--- src/rtl/lsu_memory_stage.sv ---
// lsu_memory_stage: memory-stage load/store unit.
// Takes the EX/MEM register fields, runs one req/ack data-memory access per
// instruction, stalls the pipeline while the access is outstanding and returns
// sign/zero-extended load data to writeback.
// Optional feature macro: LSU_TIMEOUT_EN (BUSY watchdog raising o_bus_err).
module lsu_memory_stage #(
  parameter int unsigned TIMEOUT_CYC = 255,
  parameter int unsigned TMO_W       = 8
) (
  input  logic        i_clk,
  input  logic        i_reset,
  input  logic        i_insn_vld_memory,
  input  logic        i_mem_wren_memory,
  input  logic [1:0]  i_wb_sel_memory,
  input  logic [2:0]  i_sl_sel_memory,
  input  logic [31:0] i_alu_data_memory,
  input  logic [31:0] i_pre_opb_memory,
  output logic        o_dmem_req,
  output logic        o_dmem_we,
  output logic [31:0] o_dmem_addr,
  output logic [31:0] o_dmem_wdata,
  output logic [3:0]  o_dmem_be,
  input  logic        i_dmem_ack,
  input  logic [31:0] i_dmem_rdata,
  output logic [31:0] o_ld_data,
  output logic        o_ld_vld,
  output logic        o_stall,
  output logic        o_misalign,
  output logic        o_bus_err
);

  // The watchdog counter must be able to hold the timeout threshold.
  if (2**TMO_W <= TIMEOUT_CYC) begin : g_tmo_w_check
    $error("lsu_memory_stage: TMO_W too narrow for TIMEOUT_CYC");
  end

  typedef enum logic [1:0] {
    ST_IDLE = 2'd0,
    ST_BUSY = 2'd1,
    ST_DONE = 2'd2
  } state_t;

  // Access size encoding (funct3[1:0]; undefined encodings fold into word)
  localparam logic [1:0] SZ_B = 2'd0;
  localparam logic [1:0] SZ_H = 2'd1;
  localparam logic [1:0] SZ_W = 2'd2;

  // Byte enables for a given size and byte offset
  function automatic logic [3:0] lane_be(input logic [1:0] size, input logic [1:0] off);
    logic [3:0] be;
    case (size)
      SZ_B:    be = 4'b0001 << off;
      SZ_H:    be = 4'b0011 << off;
      default: be = 4'b1111;
    endcase
    return be;
  endfunction

  // Store data replicated across every lane so the byte enables pick it out
  function automatic logic [31:0] lane_wdata(input logic [1:0] size, input logic [31:0] opb);
    logic [31:0] wd;
    case (size)
      SZ_B:    wd = {4{opb[7:0]}};
      SZ_H:    wd = {2{opb[15:0]}};
      default: wd = opb;
    endcase
    return wd;
  endfunction

  // Lane select plus sign/zero extension of a read word
  function automatic logic [31:0] load_extend(input logic [31:0] rdata, input logic [1:0] size,
                                              input logic [1:0] off, input logic sgn);
    logic [7:0]  byte_v;
    logic [15:0] half_v;
    logic [31:0] res;
    case (off)
      2'd0:    byte_v = rdata[7:0];
      2'd1:    byte_v = rdata[15:8];
      2'd2:    byte_v = rdata[23:16];
      default: byte_v = rdata[31:24];
    endcase
    half_v = off[1] ? rdata[31:16] : rdata[15:0];
    case (size)
      SZ_B:    res = {{24{sgn & byte_v[7]}}, byte_v};
      SZ_H:    res = {{16{sgn & half_v[15]}}, half_v};
      default: res = rdata;
    endcase
    return res;
  endfunction

  state_t      state_r;
  state_t      state_s;

  logic        load_s;
  logic        access_s;
  logic [1:0]  size_s;
  logic        signed_s;
  logic        misalign_s;

  logic        stall_s;
  logic        misalign_flag_s;
  logic        capture_s;
  logic        ack_take_s;
  logic        tmo_fire_s;
  logic        tmo_hit_s;

  logic        we_r;
  logic [31:0] addr_r;
  logic [3:0]  be_r;
  logic [31:0] wdata_r;
  logic [1:0]  off_r;
  logic [1:0]  size_r;
  logic        signed_r;

  logic [31:0] ld_data_r;
  logic        ld_vld_r;
  logic        bus_err_r;

  // Decode of the instruction currently presented by the EX/MEM register
  always_comb begin
    load_s   = (i_wb_sel_memory == 2'b01);
    access_s = i_insn_vld_memory & (i_mem_wren_memory | load_s);
    case (i_sl_sel_memory)
      3'b000, 3'b100: size_s = SZ_B;
      3'b001, 3'b101: size_s = SZ_H;
      default:        size_s = SZ_W;
    endcase
    signed_s = ~i_sl_sel_memory[2];
    case (size_s)
      SZ_B:    misalign_s = 1'b0;
      SZ_H:    misalign_s = i_alu_data_memory[0];
      default: misalign_s = (i_alu_data_memory[1:0] != 2'b00);
    endcase
  end

  // Next-state logic and the combinational strobes of each state
  always_comb begin
    state_s         = state_r;
    stall_s         = 1'b0;
    misalign_flag_s = 1'b0;
    capture_s       = 1'b0;
    ack_take_s      = 1'b0;
    tmo_fire_s      = 1'b0;
    case (state_r)
      ST_IDLE: begin
        if (access_s & ~misalign_s) begin
          stall_s   = 1'b1;
          capture_s = 1'b1;
          state_s   = ST_BUSY;
        end else if (access_s) begin
          misalign_flag_s = 1'b1;
          state_s         = ST_IDLE;
        end else begin
          state_s = ST_IDLE;
        end
      end
      ST_BUSY: begin
        stall_s = 1'b1;
        if (i_dmem_ack) begin
          ack_take_s = 1'b1;
          state_s    = ST_DONE;
        end else if (tmo_hit_s) begin
          tmo_fire_s = 1'b1;
          state_s    = ST_DONE;
        end else begin
          state_s = ST_BUSY;
        end
      end
      // DONE always retires so the still-presented instruction is not re-issued
      ST_DONE: state_s = ST_IDLE;
      default: state_s = ST_IDLE;
    endcase
  end

  // FSM state register
  always_ff @(posedge i_clk or negedge i_reset) begin
    if (!i_reset) begin
      state_r <= ST_IDLE;
    end else begin
      state_r <= state_s;
    end
  end

  // Capture of bus fields on the IDLE->BUSY transition, held stable until ack
  always_ff @(posedge i_clk or negedge i_reset) begin
    if (!i_reset) begin
      we_r     <= 1'b0;
      addr_r   <= 32'h0000_0000;
      be_r     <= 4'b0000;
      wdata_r  <= 32'h0000_0000;
      off_r    <= 2'b00;
      size_r   <= 2'b00;
      signed_r <= 1'b0;
    end else if (capture_s) begin
      we_r     <= i_mem_wren_memory;
      addr_r   <= {i_alu_data_memory[31:2], 2'b00};
      be_r     <= lane_be(size_s, i_alu_data_memory[1:0]);
      wdata_r  <= lane_wdata(size_s, i_pre_opb_memory);
      off_r    <= i_alu_data_memory[1:0];
      size_r   <= size_s;
      signed_r <= signed_s;
    end else begin
      we_r     <= we_r;
      addr_r   <= addr_r;
      be_r     <= be_r;
      wdata_r  <= wdata_r;
      off_r    <= off_r;
      size_r   <= size_s == size_s ? size_r : size_r;
      signed_r <= signed_r;
    end
  end

  // Load result, load-valid and bus-error registers (one-cycle DONE strobes)
  always_ff @(posedge i_clk or negedge i_reset) begin
    if (!i_reset) begin
      ld_data_r <= 32'h0000_0000;
      ld_vld_r  <= 1'b0;
      bus_err_r <= 1'b0;
    end else begin
      ld_vld_r  <= ack_take_s & ~we_r;
      bus_err_r <= tmo_fire_s;
      if (ack_take_s & ~we_r) begin
        ld_data_r <= load_extend(i_dmem_rdata, size_r, off_r, signed_r);
      end else if (tmo_fire_s) begin
        ld_data_r <= 32'h0000_0000;
      end else begin
        ld_data_r <= ld_data_r;
      end
    end
  end

`ifdef LSU_TIMEOUT_EN
  localparam logic [TMO_W-1:0] TMO_LAST = TMO_W'(TIMEOUT_CYC - 1);

  logic [TMO_W-1:0] tmo_cnt_r;

  // Watchdog: counts BUSY cycles that end without an ack
  always_ff @(posedge i_clk or negedge i_reset) begin
    if (!i_reset) begin
      tmo_cnt_r <= '0;
    end else if (capture_s) begin
      tmo_cnt_r <= '0;
    end else if ((state_r == ST_BUSY) && !i_dmem_ack) begin
      tmo_cnt_r <= tmo_cnt_r + TMO_W'(1);
    end else begin
      tmo_cnt_r <= tmo_cnt_r;
    end
  end

  // Fires in the BUSY cycle whose missing ack brings the count to TIMEOUT_CYC
  assign tmo_hit_s = (tmo_cnt_r == TMO_LAST);
`else
  assign tmo_hit_s = 1'b0;
`endif

  // Bus fields are only driven while the request is up; reset forces the
  // combinational strobes low as well so every output is 0 during reset.
  assign o_dmem_req   = (state_r == ST_BUSY);
  assign o_dmem_we    = o_dmem_req & we_r;
  assign o_dmem_addr  = o_dmem_req ? addr_r  : 32'h0000_0000;
  assign o_dmem_wdata = o_dmem_req ? wdata_r : 32'h0000_0000;
  assign o_dmem_be    = o_dmem_req ? be_r    : 4'b0000;
  assign o_ld_data    = ld_data_r;
  assign o_ld_vld     = ld_vld_r;
  assign o_bus_err    = bus_err_r;
  assign o_stall      = stall_s & i_reset;
  assign o_misalign   = misalign_flag_s & i_reset;

endmodule

--- config.mk ---
export PLATFORM = sky130hd
export DESIGN_NAME = lsu_memory_stage
export DESIGN_NICKNAME = d
export VERILOG_FILES = /design/src/rtl/lsu_memory_stage.sv
export SDC_FILE = /design/constraint.sdc
export NUM_CORES = 1
export LEC_CHECK = 0
export CORE_MARGIN = 8
export CORE_UTILIZATION = 40
export DETAILED_ROUTE_END_ITERATION = 8
export PLACE_DENSITY_LB_ADDON = 0.2
export SETUP_SLACK_MARGIN = 0.3
export SKIP_CTS_REPAIR_TIMING = 1
export SLEW_MARGIN = 20
export SYNTH_ARGS = -nofsm -noshare
export SYNTH_HDL_FRONTEND = slang
export SYNTH_SLANG_ARGS = --single-unit
export TNS_END_PERCENT = 30
--- constraint.sdc ---
create_clock -name i_clk -period 1.7 [get_ports i_clk]
set_input_delay 0.34 -clock i_clk [delete_from_list [all_inputs] [get_ports i_clk]]
set_output_delay 0.34 -clock i_clk [all_outputs]
set_load 0.1 [all_outputs]
==> results.py, run 1 <==
metrics = {
    "detailed_routing": {
        "finalWirelength_mm": 18.86,
        "drtAntennaViolNets": 0,
        "initialDrtViolationCount": 264,
        "via_per_inst": 5.294,
        "wl_met3_mm": 1.270,
        "maxUsedRoutingLayer": "met5",
        "wl_met1_mm": 7.489,
        "drc": 0,
        "vias": 4945,
        "drtPass1Iterations": 4,
        "wl_met2_mm": 9.728,
        "wl_per_cell_um": 20.19,
    },
    "critical_path": {
        "endpoint_kind": "output port",
        "cp-start-kind": "register",
        "crit_chain": "nor2_4 > o211ai_4 > nor2_4 > o211a_4 > buf_12",
        "crit_path_frequent_cell": "nor2_4",
        "critPathKind": "register to output port",
        "path_buf_inv": 1,
        "crit_required_ns": 1.36,
        "cp.arrival_ns": 1.59,
        "cp_max_fo": 4,
        "critPathTopFamily": "flip-flops",
        "cpPeakStageDelay_ns": 0.43,
        "crit_slowest_cell": "dfrtp_1",
    },
    "pwr": {
        "power_frac_seq": 0.264,
        "power_frac_clock": 0.133,
        "p_leak_nw": 4.362,
        "p_int_w": 0.008388,
        "p_switching_w": 0.007600,
        "ir_worst_vdd_uv": 757.0,
        "power_frac_comb": 0.604,
        "power_density_nw_per_um2": 1631,
        "switching_share": 0.4754,
        "power_w": 0.01599,
    },
    "final_layout": {
        "layout_common_cells": "110 x buf_12, 106 x dfrtp_1, 97 x clkdlybuf4s50_1",
        "post-route-util": 0.7430,
        "num-nets-final": 860,
        "final_common_cell": "buf_12",
        "final_cell_area_um2": 9801,
        "syn_to_final_growth_pct": 81.57,
        "antenna_cells": 0,
        "layout-drive-gt1-share": 0.4314,
    },
    "yosys": {
        "ys_seq_elements": 107,
        "ys_warn_count": 0,
        "yosys.cell_types.count": 45,
        "synth_cells": 512,
        "synthFlopType": "dfrtp_1",
        "synth_area_per_cell_um2": 10.54,
        "async_flop_share": 1.000,
        "synth.cell_area_um2": 5398,
        "seq_area_frac_synth": 0.4961,
        "synth_edf_count": 0,
    },
    "sta": {
        "fmax_mhz": 518.3,
        "rsz0062_at_grt": "yes",
        "hold_violations": 0,
        "worst_slack_ns": -0.2295,
        "final-max-slew-violation-count": 0,
        "fin_crit_sh": 1.135,
        "setup_viol": 74,
        "maxSlewHeadroom": 0.4507,
        "tightest_slew_ns": 0.8240,
        "finalCriticalPeriod_ns": 1.929,
        "fin_skew_ns": 0.007829,
        "whs_ns": 0.1922,
    },
    "floorplan": {
        "dieArea_um2": 17470,
        "initial_utilization": 0.4092,
        "die_x_um": 132.2,
        "die_y_um": 132.2,
        "coreArea_um2": 13190,
        "rows": 42,
        "ios": 212,
    },
    "place": {
        "routabilityCongestion": 0.9258,
        "detailed_place_hpwl_mm": 14.63,
        "port-buffer-count": 208,
        "placed_area_um2": 9199,
    },
    "grt": {
        "first_global_vias": 5318,
        "overflow": 0,
        "antenna_found_initial": 2,
        "grt_max_degree": 66,
        "grt_pass1_wl_mm": 29.24,
        "grt_use_total": 0.2093,
    },
    "clocking": {
        "cts_tree": "built",
        "cts_made_buffers": 9,
        "cts_buffer_depth": 2,
        "ctsHtreeMaxLevel": 3,
        "cts_root_buffer": "clkbuf_16",
        "clk_latency_ns": 0.34,
        "path_clk_slew_ns": 0.07,
        "clkSinkCount": 107,
    },
    "hold_path": {
        "hold_path.class": "input port to asynchronous set/reset pin",
    },
    "outcome": {
        "outcome": "finished with violations",
        "violations": "setup timing",
    },
    "flow_run": {
        "drv_cap": 0,
    },
}
-- final cells by class --
type,count,area [um^2]
clock buffers,11,252.7
clock inverters,4,50.05
fillers,867,3390
inverters,5,26.28
multi-input cells,356,2794
flip-flops and latches,107,2679
well taps,176,220.2
repair buffers,275,3779
-- per-stage QoR --
stage	setup TNS, ns	std cells	worst slack [ns]
finish	-14.02	934	-0.2295
global route	-17.60	934	-0.2715
CTS	-27.30	925	-0.5931
detailed placement	-38.69	910	-0.5812
global placement	-32.74	910	-0.5315
floorplan	-0.1809	514	-0.09444
-- cell usage after synthesis, drive strengths merged (6+ instances only) --
| master | count | share of area |
|---|---|---|
| nor4 | 8 | 0.0093 |
| o221ai | 6 | 0.0097 |
| nor2 | 17 | 0.016 |
| dfrtp | 107 | 0.50 |
| a221o | 8 | 0.015 |
| mux2 | 43 | 0.090 |
| a21oi | 14 | 0.013 |
| o21ai | 46 | 0.043 |
| nand2 | 28 | 0.019 |
| buf | 22 | 0.025 |
| nand3 | 33 | 0.031 |
| a21o | 9 | 0.013 |
| mux2i | 26 | 0.048 |
| a221oi | 8 | 0.013 |
| clkbuf | 24 | 0.017 |
| and2 | 70 | 0.081 |
| a211o | 7 | 0.011 |
| nor2b | 9 | 0.011 |
-- logic make-up after synthesis --
logic type / Yosys count / share of synthesized area
AOI/OAI and AO/OA: 107 / 0.1340
other: 1 / 0.0006947
xor gates and xnor gates: 1 / 0.001623
and+or+nand+nor: 175 / 0.1806
buffers and inverters: 51 / 0.04497
DFF: 107 / 0.4961
muxes: 70 / 0.1421
-- power groups by stage --
stage / registers [W] / clock network (W) / logic (W)
global placement: 0.00417 / 0 / 0.00932
finish: 0.00422 / 0.00212 / 0.00965
floorplan: 0.00668 / 0 / 0.00325
global route: 0.00433 / 0.00225 / 0.00998
CTS: 0.00421 / 0.00217 / 0.00948
detailed placement: 0.00425 / 0 / 0.00946
-- state kept, by name, summed over array words and instances (netlist names) --
name / flops
state_r: 2
be_r: 4
o_ld_data: 32
wdata_r: 32
size_r: 2
o_ld_vld: 1
off_r: 2
signed_r: 1
we_r: 1
addr_r: 30
-- per-layer routing --
layer,up-vias,track usage
met4,4,0.06892
met2,182,0.3544
li1,2282,-
met5,-,0
met3,27,0.05716
met1,2450,0.2515
-- path summary, 6_finish.rpt --
check                                       start             to  slack [ns]  cells past startpoint
max in group asynchronous                 i_reset       off_r[0]        0.81                      2
worst max register to register         state_r[0]    wdata_r[29]       -0.03                      6
worst min register to register          addr_r[6]      addr_r[6]        0.49                      1
worst min-delay path                      i_reset  o_ld_data[11]        0.19                      2
worst max-delay path                   state_r[0]        o_stall       -0.23                      5
min in group i_clk              i_mem_wren_memory           we_r        0.39                      2
Note: power is estimated with default switching activity, not from simulation.
==> run 2, diff against run 1 <==
--- a/config.mk
+++ b/config.mk
@@ -8,3 +8,3 @@
 export CORE_MARGIN = 8
-export CORE_UTILIZATION = 40
+export CORE_UTILIZATION = 30
 export DETAILED_ROUTE_END_ITERATION = 8
--- a/constraint.sdc
+++ b/constraint.sdc
@@ -3,2 +3,2 @@
 set_output_delay 0.34 -clock i_clk [all_outputs]
-set_load 0.1 [all_outputs]
+set_load 0.005 [all_outputs]
==> run 2 against run 1 <==
The flow still finishes with violations (setup timing). Clock skew up 0.0034 ns. First-iteration DRC count down 39%. Count of clock-buffer cells in the layout down 2. Total power down 38%. Final cell count up 6.1%. Design area down 10%. Critical endpoint is now o_dmem_wdata[13]. Largest cell class unchanged.
==> results.py, run 2 (synthesized netlist as in run 1, its figures left out) <==
metrics = {
    "clocking": {
        "ctsHtreeMaxLevel": 3,
        "cts_made_buffers": 9,
        "cts_root_buffer": "clkbuf_16",
        "cts_tree": "built",
        "path_clk_slew_ns": 0.08,
        "cts_buffer_depth": 2,
        "clkSinkCount": 107,
        "clk_latency_ns": 0.35,
    },
    "detailed_routing": {
        "drtAntennaViolNets": 0,
        "vias": 4873,
        "initialDrtViolationCount": 162,
        "drc": 0,
        "drtPass1Iterations": 4,
        "finalWirelength_mm": 19.65,
        "via_per_inst": 4.917,
        "wl_per_cell_um": 19.83,
    },
    "floorplan": {
        "dieArea_um2": 22540,
        "rows": 49,
        "coreArea_um2": 17780,
        "die_x_um": 150.1,
        "initial_utilization": 0.3036,
        "ios": 212,
        "die_y_um": 150.1,
    },
    "sta": {
        "hold_violations": 0,
        "tightest_slew_ns": 0.5640,
        "maxSlewHeadroom": 0.6240,
        "finalSetupTns_ns": -27.63,
        "finalCriticalPeriod_ns": 2.091,
        "fmax_mhz": 478.2,
        "whs_ns": 0.1341,
        "rsz0062_at_grt": "yes",
        "worst_slack_ns": -0.3911,
        "fin_crit_sh": 1.230,
        "setup_viol": 134,
        "fin_skew_ns": 0.01123,
        "final-max-slew-violation-count": 0,
    },
    "pwr": {
        "p_leak_nw": 4.538,
        "ir_worst_vdd_uv": 548.0,
        "power_w": 0.009933,
        "power_density_nw_per_um2": 1131,
    },
    "final_layout": {
        "layout_common_cells": "106 x dfrtp_1, 103 x clkdlybuf4s50_1, 44 x buf_4",
        "antenna_cells": 0,
        "layout-drive-gt1-share": 0.3228,
        "final_common_cell": "dfrtp_1",
        "num-nets-final": 863,
        "final_cells": 991,
        "fillers": 1647,
        "syn_to_final_growth_pct": 62.75,
        "multiInputGateArea_um2": 2753,
        "regArea_um2": 2679,
    },
    "flow_run": {
        "drv_cap": 0,
    },
    "critical_path": {
        "crit_chain": "nand2b_4 > clkinvlp_4 > buf_12 > buf_6 > buf_8 > buf_6 > and2_4 > buf_6",
        "critPathTopFamily": "buffers and inverters",
        "cp_max_fo": 8,
        "cpPeakStageDelay_ns": 0.40,
        "path_buf_inv": 6,
        "crit_path_frequent_cell": "buf_6",
        "crit_path_start": "state_r[1]",
        "cp.arrival_ns": 1.75,
        "critPathKind": "register to output port",
        "rr_endpoint": "o_ld_data[14]",
        "cp-start-kind": "register",
        "crit_slowest_cell": "dfrtp_1",
        "setup.worst_path.end": "o_dmem_wdata[13]",
        "ff2ff_path_depth": 9,
        "endpoint_kind": "output port",
        "crit_required_ns": 1.36,
        "r2r_start": "state_r[1]",
        "r2r_slack_ns": -0.18,
        "cp.depth": 8,
    },
    "outcome": {
        "outcome": "finished with violations",
        "violations": "setup timing",
    },
    "place": {
        "dp_cells": 952,
        "routabilityCongestion": 0.8805,
        "port-buffer-count": 208,
        "detailed_place_hpwl_mm": 13.76,
    },
    "hold_path": {
        "hold_path.class": "input port to asynchronous set/reset pin",
    },
    "grt": {
        "grt_use_total": 0.1621,
        "grt_pass1_wl_mm": 28.71,
        "grt_max_degree": 106,
        "first_global_vias": 5101,
        "overflow": 0,
        "antenna_found_initial": 0,
    },
}
[run 2: cell types whose count changed in the layout (fill, tap and decap cells not counted), sizes merged]
| cell | change |
|---|---|
| buf | -76 |
| dlymetal6s2s | +36 |
| clkbuf | +35 |
| clkdlybuf4s50 | +6 |
| inv | +3 |
| bufinv | -1 |
| clkinvlp | +1 |
[run 2: worst min-delay path by stage]
stage                     cells after the start  slack, ns           end
final                                         2       0.13          we_r
after global routing                          2       0.18  o_ld_data[0]
after CTS                                     1      -0.22    state_r[0]
after detailed placement                      1       0.16    state_r[0]
after global placement                        1       0.16    state_r[0]
after floorplan                               0       0.04    addr_r[10]
[run 2: report_power, final]
part / leakage [nW] / switching, W / total, W / internal (W)
combinational: 3.10 / 0.00156 / 0.00390 / 0.00234
sequential: 1.31 / 0.000514 / 0.00397 / 0.00345
clock: 0.133 / 0.00104 / 0.00206 / 0.00102
total: 4.54 / 0.00312 / 0.00993 / 0.00682
[run 2: per-layer routing]
| metal | GRT usage | vias to the layer above | share of wire |
|---|---|---|---|
| met5 | 0 | - | 0 |
| met4 | 0.05147 | 0 | 0.016 |
| met3 | 0.05110 | 20 | 0.073 |
| met2 | 0.2606 | 151 | 0.48 |
| met1 | 0.2038 | 2396 | 0.44 |
| li1 | - | 2306 | - |
[run 2: cell type report]
type	instances	area share
sequential	107	0.3049
timing repair buffer	278	0.3142
multi-input combinational	356	0.3133
inverter	5	0.002564
tap	229	0.03262
clock inverter	7	0.006694
clock buffer	9	0.02564
[run 2: per-stage QoR]
| stage | worst slack (ns) | util | cell area (um^2) |
|---|---|---|---|
| floorplan | 0.09085 | - | 5558 |
| global placement | -0.6692 | 0.4527 | 8049 |
| CTS | -0.6649 | 0.4687 | 8333 |
| finish | -0.3911 | 0.4941 | 8785 |
| detailed placement | -0.6547 | 0.4527 | 8049 |
| global route | -0.4202 | 0.4941 | 8785 |
==> run 3, diff against run 2 <==
Clock period 1.7 ns to 2.67 ns, I/O delays scaled along.
==> run 3 against run 2 <==
The run now ends clean. Non-clock buffer count fell by 38. Register-to-register slack improved by 0.83 ns. Hold slack got worse by 0.085 ns. Wire length fell by 5.2%. Critical path depth fell by 4. First-iteration DRC count rose by 31%. Die area did not move. Utilization fell by 2.9 points. Flip-flop and latch count did not move. Largest cell class is now registers. Combinational power fell by 43%.
==> results.py, run 3 (synthesized netlist as in run 1, its figures left out) <==
metrics = {
    "flow_run": {
        "drv_cap": 0,
    },
    "floorplan": {
        "die_x_um": 150.1,
        "dieArea_um2": 22540,
        "die_y_um": 150.1,
        "coreArea_um2": 17780,
        "ios": 212,
        "initial_utilization": 0.3036,
        "rows": 49,
    },
    "pwr": {
        "power_density_nw_per_um2": 756.6,
        "p_leak_nw": 3.796,
        "power_w": 0.006253,
        "ir_worst_vdd_uv": 437.8,
    },
    "detailed_routing": {
        "drc": 0,
        "finalWirelength_mm": 18.64,
        "initialDrtViolationCount": 212,
        "drtPass1Iterations": 4,
        "drtAntennaViolNets": 0,
        "via_per_inst": 4.992,
        "vias": 4757,
        "wl_per_cell_um": 19.55,
    },
    "grt": {
        "grt_max_degree": 55,
        "first_global_vias": 5164,
        "overflow": 0,
        "grt_use_total": 0.1617,
        "grt_pass1_wl_mm": 28.37,
        "antenna_found_initial": 0,
    },
    "final_layout": {
        "layout-drive-gt1-share": 0.1409,
        "final_cell_area_um2": 8264,
        "layout_common_cells": "184 x clkdlybuf4s50_1, 106 x dfrtp_1, 69 x and2_1",
        "final_common_cell": "clkdlybuf4s50_1",
        "syn_to_final_growth_pct": 53.11,
        "final_cells": 953,
        "num-nets-final": 825,
        "antenna_cells": 0,
    },
    "critical_path": {
        "cp_max_fo": 4,
        "cp.arrival_ns": 1.88,
        "crit_required_ns": 2.14,
        "cp-start-kind": "input port",
        "endpoint_kind": "output port",
        "critPathKind": "input port to output port",
    },
    "clocking": {
        "ctsHtreeMaxLevel": 3,
        "cts_buffer_depth": 2,
        "clk_latency_ns": 0.35,
        "cts_root_buffer": "clkbuf_16",
        "path_clk_slew_ns": 0.08,
        "cts_made_buffers": 9,
        "clkSinkCount": 107,
        "cts_tree": "built",
    },
    "sta": {
        "setup_viol": 0,
        "whs_ns": 0.04955,
        "fmax_mhz": 414.6,
        "final-max-slew-violation-count": 0,
        "finalCriticalPeriod_ns": 2.412,
        "fin_crit_sh": 0.9034,
        "rsz0062_at_grt": "yes",
        "hold_violations": 0,
        "fin_skew_ns": 0.008754,
        "tightest_slew_ns": 0.6821,
        "maxSlewHeadroom": 0.5453,
        "finalSetupTns_ns": 0,
    },
    "hold_path": {
        "hold_path.class": "input port to asynchronous set/reset pin",
    },
    "place": {
        "dp_cells": 931,
        "port-buffer-count": 208,
        "placed_area_um2": 7767,
        "routabilityCongestion": 0.8290,
        "detailed_place_hpwl_mm": 13.77,
    },
    "outcome": {
        "outcome": "complete, no violations",
    },
}
## run 3: stage by stage
stage / worst slack, ns / util
final: 0.2580 / 0.4648
after global routing: 0.2073 / 0.4648
after CTS: -0.07103 / 0.4555
after detailed placement: -0.06601 / 0.4369
after global placement: -0.08514 / 0.4369
after floorplan: 0.6188 / -
## run 3: path summary, 6_finish.rpt
| check | start | endpoint | slack [ns] | cells past startpoint |
|---|---|---|---|---|
| worst max register to register | state_r[1] | wdata_r[26] | 0.65 | 7 |
| max in group asynchronous | i_reset | addr_r[5] | 1.67 | 2 |
| min in group i_clk | addr_r[5] | addr_r[5] | 0.48 | 1 |
| worst max-delay path | i_insn_vld_memory | o_misalign | 0.26 | 4 |
| worst min-delay path | i_reset | wdata_r[15] | 0.05 | 1 |
| worst min register to register | addr_r[5] | addr_r[5] | 0.48 | 1 |
## run 3: layout make-up
type                            instances  area (um^2)
Clock buffer                            9        225.2
Clock inverter                          7        106.4
Fill cell                            1656         9515
Inverter                                5        23.77
Multi-Input combinational cell        356         2502
Sequential cell                       107         2679
Tap cell                              229        286.5
Timing Repair Buffer                  240         2441
## run 3: critical path, cell delays in order
cell and delay [ns]:
clkdlybuf4s50_1 0.53, o211ai_4 0.14, nor2_2 0.16, clkdlybuf4s50_1 0.52
## run 3: where the power goes
part | total [W] | switching, W | leakage, nW | internal [W]
clock network | 0.00149 | 0.000646 | 0.163 | 0.000840
registers | 0.00254 | 0.000338 | 1.31 | 0.00220
logic | 0.00223 | 0.000891 | 2.33 | 0.00134
total | 0.00625 | 0.00187 | 3.80 | 0.00438
## run 3: per-layer routing
metal,vias up,global-route usage,share of wire
met2,182,0.2633,0.48
met3,28,0.05440,0.086
met5,-,0,0
met4,0,0.05947,0.023
li1,2223,-,-
met1,2324,0.1953,0.42
==> patch 1: new RTL, flow settings as in run 1 <==
The 3 states of `state_t` get a one-hot encoding in 3 bits.
--- a/src/rtl/lsu_memory_stage.sv
+++ b/src/rtl/lsu_memory_stage.sv
@@ -36,6 +36,6 @@
 
-  typedef enum logic [1:0] {
-    ST_IDLE = 2'd0,
-    ST_BUSY = 2'd1,
-    ST_DONE = 2'd2
+  typedef enum logic [2:0] {
+    ST_IDLE = 3'b001,
+    ST_BUSY = 3'b010,
+    ST_DONE = 3'b100
   } state_t;
Function: same outputs for any inputs over 10 cycles, from zero or initial values and one cycle with i_reset low; not proved beyond that.
==> patch 1 against run 1 <==
The run still ends with negative setup slack left; register-to-register slack lost 0.11 ns; clock power is 2% higher; non-clock buffer count down 14; global-route usage decreased by 0.87 points; synthesized area fell by 1.3%; hold slack got worse by 0.048 ns; sequential share of layout area grew 0.95 points; maximum frequency down 9.0%; final area fell by 2.5%; sequential cell count rose by 1; wire length decreased by 5.2%; die area down 1.1%; power down 24%; setup slack worse by 0.19 ns; critical path type is now input pin to output pin; critical endpoint unchanged; largest power group unchanged; highest routed layer unchanged.
==> patch 1: results (changes against run 1) <==
\begin{tabular}{lr}
\hline
Metric & Value \\
\hline
\multicolumn{2}{l}{\textbf{Status}} \\
\quad Status & finished, violations left \\
\quad Violations in the final reports & negative setup slack \\
\multicolumn{2}{l}{\textbf{GRT}} \\
\quad Total global routing track utilization & 20.1\% (-0.87 points) \\
\quad Antenna violations before repair & 1 (-1) \\
\quad First-pass GRT wire length & 28000 µm (-4.3\%) \\
\quad Largest net degree at the start of global routing & 70 (+6.1\%) \\
\quad Number of global-route vias before repair & 5122 (-3.7\%) \\
\multicolumn{2}{l}{\textbf{Place}} \\
\quad Post-detailed-placement cell area & 0.00907 mm² (-1.4\%) \\
\quad Half-perimeter wire length after placement & 13700 µm (-6.5\%) \\
\quad \# placed instances & 901 (-0.99\%) \\
\quad Routability congestion estimate & 0.859 (-7.2\%) \\
\multicolumn{2}{l}{\textbf{Timing}} \\
\quad Setup Skew & 0.00686 ns (-0.000964 ns) \\
\quad Finish-stage setup viols & 147 (+99\%) \\
\quad Final-layout setup total negative slack & -35.85 ns (-21.83 ns) \\
\quad Worst setup margin & -0.421 ns (-0.191 ns) \\
\quad Smallest hold slack & 0.145 ns (-0.0476 ns) \\
\quad Max\_slew headroom & 48.9\% (+3.8 points) \\
\multicolumn{2}{l}{\textbf{Critical path}} \\
\quad Cell family contributing the most delay on the critical path & buffers and inverters \\
\quad Library cell contributing the largest single delay on the critical path & sky130\_fd\_sc\_hd\_\_clkdlybuf4s50\_1 \\
\quad R2r worst-path depth & 7 (+1) \\
\quad Endpoint of the worst-slack reg-to-reg timing path & o\_ld\_data[30] \\
\quad Crit-path max FO & 3 (-1) \\
\quad Register-to-Register Setup Slack & -0.14 ns (-0.11 ns) \\
\quad Biggest cell delay along the critical path & 0.46 ns (+0.03 ns) \\
\quad Startpoint of the lowest-slack register-to-register path & state\_r[2] \\
\multicolumn{2}{l}{\textbf{Power}} \\
\quad Peak ir drop on the vdd network & 0.644 mV (-15\%) \\
\multicolumn{2}{l}{\textbf{Route}} \\
\quad First-iteration detailed-routing DRC count & 200 (-24\%) \\
\quad Wire length per cell after detailed routing & 19.4 µm (-4.0\%) \\
\quad Via density per instance & 5.12 (-3.3\%) \\
\quad Via Count & 4724 (-4.5\%) \\
\multicolumn{2}{l}{\textbf{Logic synthesis}} \\
\quad Sequential area share after synthesis & 50.7\% (+1.1 points) \\
\quad Top post-synthesis cells by count & sky130\_fd\_sc\_hd\_\_dfrtp\_1, sky130\_fd\_sc\_hd\_\_and2\_1, sky130\_fd\_sc\_hd\_\_nand2\_1 \\
\quad Avg Synthesized Cell Area & 10.5 µm² (-0.10\%) \\
\quad Dominant cells by area after synthesis & sky130\_fd\_sc\_hd\_\_dfrtp\_1, sky130\_fd\_sc\_hd\_\_mux2\_2, sky130\_fd\_sc\_hd\_\_and2\_1 \\
\multicolumn{2}{l}{\textbf{Cells and area}} \\
\quad Number of nets in the final layout & 849 (-1.3\%) \\
\quad Share of final-layout standard cells stronger than drive strength 1 & 39.8\% (-3.3 points) \\
\multicolumn{2}{l}{\textbf{Clocking}} \\
\quad Number of H-tree levels & 3 (unchanged) \\
\hline
\end{tabular}
-- patch 1: per-layer routing --
metal / track usage (%) / vias up / part of all wire, %
met1: 23.3 / 2307 / 41
met4: 7.72 / 2 / 2.3
met5: 0 / - / 0.045
met3: 6.44 / 28 / 6.9
met2: 33.8 / 160 / 50
li1: - / 2227 / -
-- patch 1: kinds of logic after synthesis --
| logic type | after synthesis | share of synthesized area [%] |
|---|---|---|
| compound gates | 103 | 13.1 |
| xor+xnor | 1 | 0.164 |
| flops | 108 | 50.7 |
| mux | 75 | 15.1 |
| simple gates | 177 | 17.2 |
| other cells | 1 | 0.0704 |
| buf+inv | 41 | 3.73 |
-- patch 1: worst max path at each step --
stage / from / end / slack [ns] / depth (start not counted)
3_5_place_dp: i_alu_data_memory[0] / o_stall / -0.42 / 6
3_3_place_gp: i_wb_sel_memory[0] / o_stall / -0.39 / 7
6_report: i_alu_data_memory[0] / o_stall / -0.42 / 6
2_1_floorplan: state_r[0] / o_stall / -0.18 / 4
4_1_cts: state_r[0] / o_dmem_wdata[10] / -0.46 / 5
5_1_grt: state_r[2] / o_dmem_addr[5] / -0.46 / 5
-- patch 1: layout make-up --
| cell class | instances | area, µm² |
|---|---|---|
| diodes | 1 | 2.50 |
| clock buffers | 13 | 280 |
| clock inverters | 1 | 30.0 |
| fillers | 925 | 3580 |
| inverters | 4 | 27.5 |
| multi-input cells | 359 | 2640 |
| flip-flops and latches | 108 | 2700 |
| well taps | 176 | 220 |
| repair buffers | 261 | 3650 |
-- patch 1: where the power goes --
part / total (W) / switching, W / leakage [nW] / internal, W
Combinational: 0.00591 / 0.00355 / 2.71 / 0.00235
Clock: 0.00217 / 0.000883 / 0.154 / 0.00129
Sequential: 0.00401 / 0.000641 / 1.33 / 0.00336
Total: 0.0121 / 0.00508 / 4.19 / 0.00701
==> patch 2: new RTL, config.mk and constraints of run 1 <==
Made on the original files. Add a define of `LSU_TIMEOUT_EN`.
--- a/src/rtl/lsu_memory_stage.sv
+++ b/src/rtl/lsu_memory_stage.sv
@@ -5,2 +5,4 @@
 // Optional feature macro: LSU_TIMEOUT_EN (BUSY watchdog raising o_bus_err).
+`define LSU_TIMEOUT_EN
+
 module lsu_memory_stage #(
Check against the original RTL: same outputs for any inputs over 10 cycles, from zero or initial values and one cycle with i_reset low; that may be too few to reach the edited logic, so the function may still have changed.
==> patch 2 against run 1 <==
The flow still finishes with violations (negative setup slack); first-iteration DRC count is 23% higher; non-clock buffer count is 24 higher; global-route usage is 0.089 points lower; maximum frequency is 6.7% lower; sequential cell count rose by 9; setup slack got worse by 0.14 ns; synthesized area increased by 12%; wire length increased by 12%; power is 8.1% higher; final area is 11% higher; critical endpoint is now o_dmem_wdata[30]; largest cell class unchanged; highest routed layer is now met4.
==> patch 2: results (changes against run 1) <==
\begin{tabular}{lr}
\hline
Metric & Value \\
\hline
\multicolumn{2}{l}{\textbf{Logic synthesis}} \\
\quad Synthesized-area fraction occupied by ao, oa, aoi and oai cells & 12.3\% (-1.1 points) \\
\quad Unique masters post-synth & 49 (+8.9\%) \\
\quad Synthesized-area fraction occupied by xor and xnor cells & 1.16\% (+1.0 points) \\
\quad Dominant cells by area after synthesis & sky130\_fd\_sc\_hd\_\_dfrtp\_1, sky130\_fd\_sc\_hd\_\_mux2\_2, sky130\_fd\_sc\_hd\_\_and2\_1 \\
\quad Top post-synthesis cells by count & sky130\_fd\_sc\_hd\_\_dfrtp\_1, sky130\_fd\_sc\_hd\_\_mux2\_2, sky130\_fd\_sc\_hd\_\_and2\_1 \\
\quad Sequential area share after synthesis & 48.0\% (-1.6 points) \\
\quad Adder-cell share of the synthesized area & 0.414\% (+0.41 points) \\
\quad Multiplexer area fraction after synthesis & 21.3\% (+7.1 points) \\
\multicolumn{2}{l}{\textbf{Timing}} \\
\quad Setup Skew & 0.00760 ns (-0.000228 ns) \\
\quad Finish-stage setup viols & 176 (+140\%) \\
\quad Worst-Margin Slew & 0.757 ns (-0.0669 ns) \\
\quad Worst setup margin & -0.367 ns (-0.138 ns) \\
\multicolumn{2}{l}{\textbf{Power}} \\
\quad Peak ir drop on the vdd network & 0.818 mV (+8.1\%) \\
\quad Cell-internal power & 0.00969 W (+15\%) \\
\quad Lkg Pwr & 4.81 nW (+10\%) \\
\multicolumn{2}{l}{\textbf{Route}} \\
\quad Via Count & 5375 (+8.7\%) \\
\quad Routed length on met2 & 11000 µm (+13\%) \\
\quad Highest routed metal layer & met4 \\
\quad First-iteration detailed-routing DRC count & 324 (+23\%) \\
\quad Routed wl met3 & 1950 µm (+54\%) \\
\multicolumn{2}{l}{\textbf{Place}} \\
\quad Half-perimeter wire length after placement & 14900 µm (+2.2\%) \\
\quad Count of input and output buffers & 209 (+0.48\%) \\
\quad Routability congestion estimate & 0.822 (-11\%) \\
\multicolumn{2}{l}{\textbf{GRT}} \\
\quad Total global routing track utilization & 20.8\% (-0.089 points) \\
\quad Number of global-route vias before repair & 5895 (+11\%) \\
\multicolumn{2}{l}{\textbf{Status}} \\
\quad Status & finished, violations left \\
\quad Violations in the final reports & negative setup slack \\
\multicolumn{2}{l}{\textbf{Cells and area}} \\
\quad Filler cell count & 994 (+15\%) \\
\quad Number of nets in the final layout & 895 (+4.1\%) \\
\quad Share of final-layout standard cells stronger than drive strength 1 & 52.3\% (+9.1 points) \\
\multicolumn{2}{l}{\textbf{Clocking}} \\
\quad Clk Latency, worst-skew pair & 0.42 ns (+0.08 ns) \\
\quad Total clock buffers created by CTS & 17 (+8) \\
\multicolumn{2}{l}{\textbf{Critical path}} \\
\quad Crit-path max FO & 17 (+13) \\
\quad Critical path startpoint & state\_r[1] \\
\hline
\end{tabular}
patch 2: power by group through the flow:
stage	clock network, W	registers [W]	logic [W]
after floorplan	0	0.00666	0.00346
final	0.00327	0.00448	0.00954
after CTS	0.00332	0.00446	0.00935
after detailed placement	0	0.00449	0.00932
after global routing	0.00347	0.00458	0.00984
after global placement	0	0.00443	0.00917
patch 2: path summary, 6_finish.rpt:
| check | cells past startpoint | endpoint | slack [ns] |
|---|---|---|---|
| max in group asynchronous | 3 | wdata_r[28] | 0.89 |
| worst min-delay path | 2 | wdata_r[11] | 0.03 |
| worst min register to register | 1 | wdata_r[15] | 0.50 |
| worst max-delay path | 5 | o_dmem_wdata[30] | -0.37 |
| worst max register to register | 7 | o_ld_data[5] | -0.27 |
| min in group i_clk | 3 | size_r[0] | 0.31 |
patch 2: critical path, cell delays in order, from the launching register on:
cell                      delay (ns)
sky130_fd_sc_hd__dfrtp_2        0.44
sky130_fd_sc_hd__nor2b_4        0.19
sky130_fd_sc_hd__buf_12         0.17
sky130_fd_sc_hd__buf_16         0.17
sky130_fd_sc_hd__and2_4         0.17
sky130_fd_sc_hd__buf_12         0.17
patch 2: kinds of logic (layout without fill, tap and decap cells):
family / after synthesis / after routing
AOI/OAI and AO/OA: 88 / 88
DFF: 116 / 116
buffers and inverters: 54 / 342
and+or+nand+nor: 132 / 132
other: 1 / 2
adders and majority gates: 2 / 2
xor gates and xnor gates: 8 / 8
muxes: 108 / 108
patch 2: final cells by class:
cell class	instances	area share [%]
inverter	13	0.449
sequential	116	26.7
tap	188	2.17
timing repair buffer	299	36.6
multi-input combinational	340	29.2
clock buffer	24	4.34
clock inverter	6	0.507
patch 2: layer usage:
layer / global-route usage [%] / vias to the layer above
li1: - / 2408
met3: 9.33 / 35
met1: 21.6 / 2731
met2: 36.5 / 201
met5: 0 / -
met4: 7.63 / 0
patch 2: metrics by stage:
step | TNS, ns | power (W) | utilization [%] | worst slack, ns | cells
6_report | -40.15 | 0.0173 | 72.5 | -0.367 | 986
5_1_grt | -52.89 | 0.0179 | 72.5 | -0.422 | 986
4_1_cts | -84.73 | 0.0171 | 70.1 | -0.779 | 966
3_5_place_dp | -82.16 | 0.0138 | 66.6 | -0.817 | 936
3_3_place_gp | -74.13 | 0.0136 | 66.6 | -0.677 | 936
2_1_floorplan | -3.33 | 0.0101 | - | -0.0870 | 510
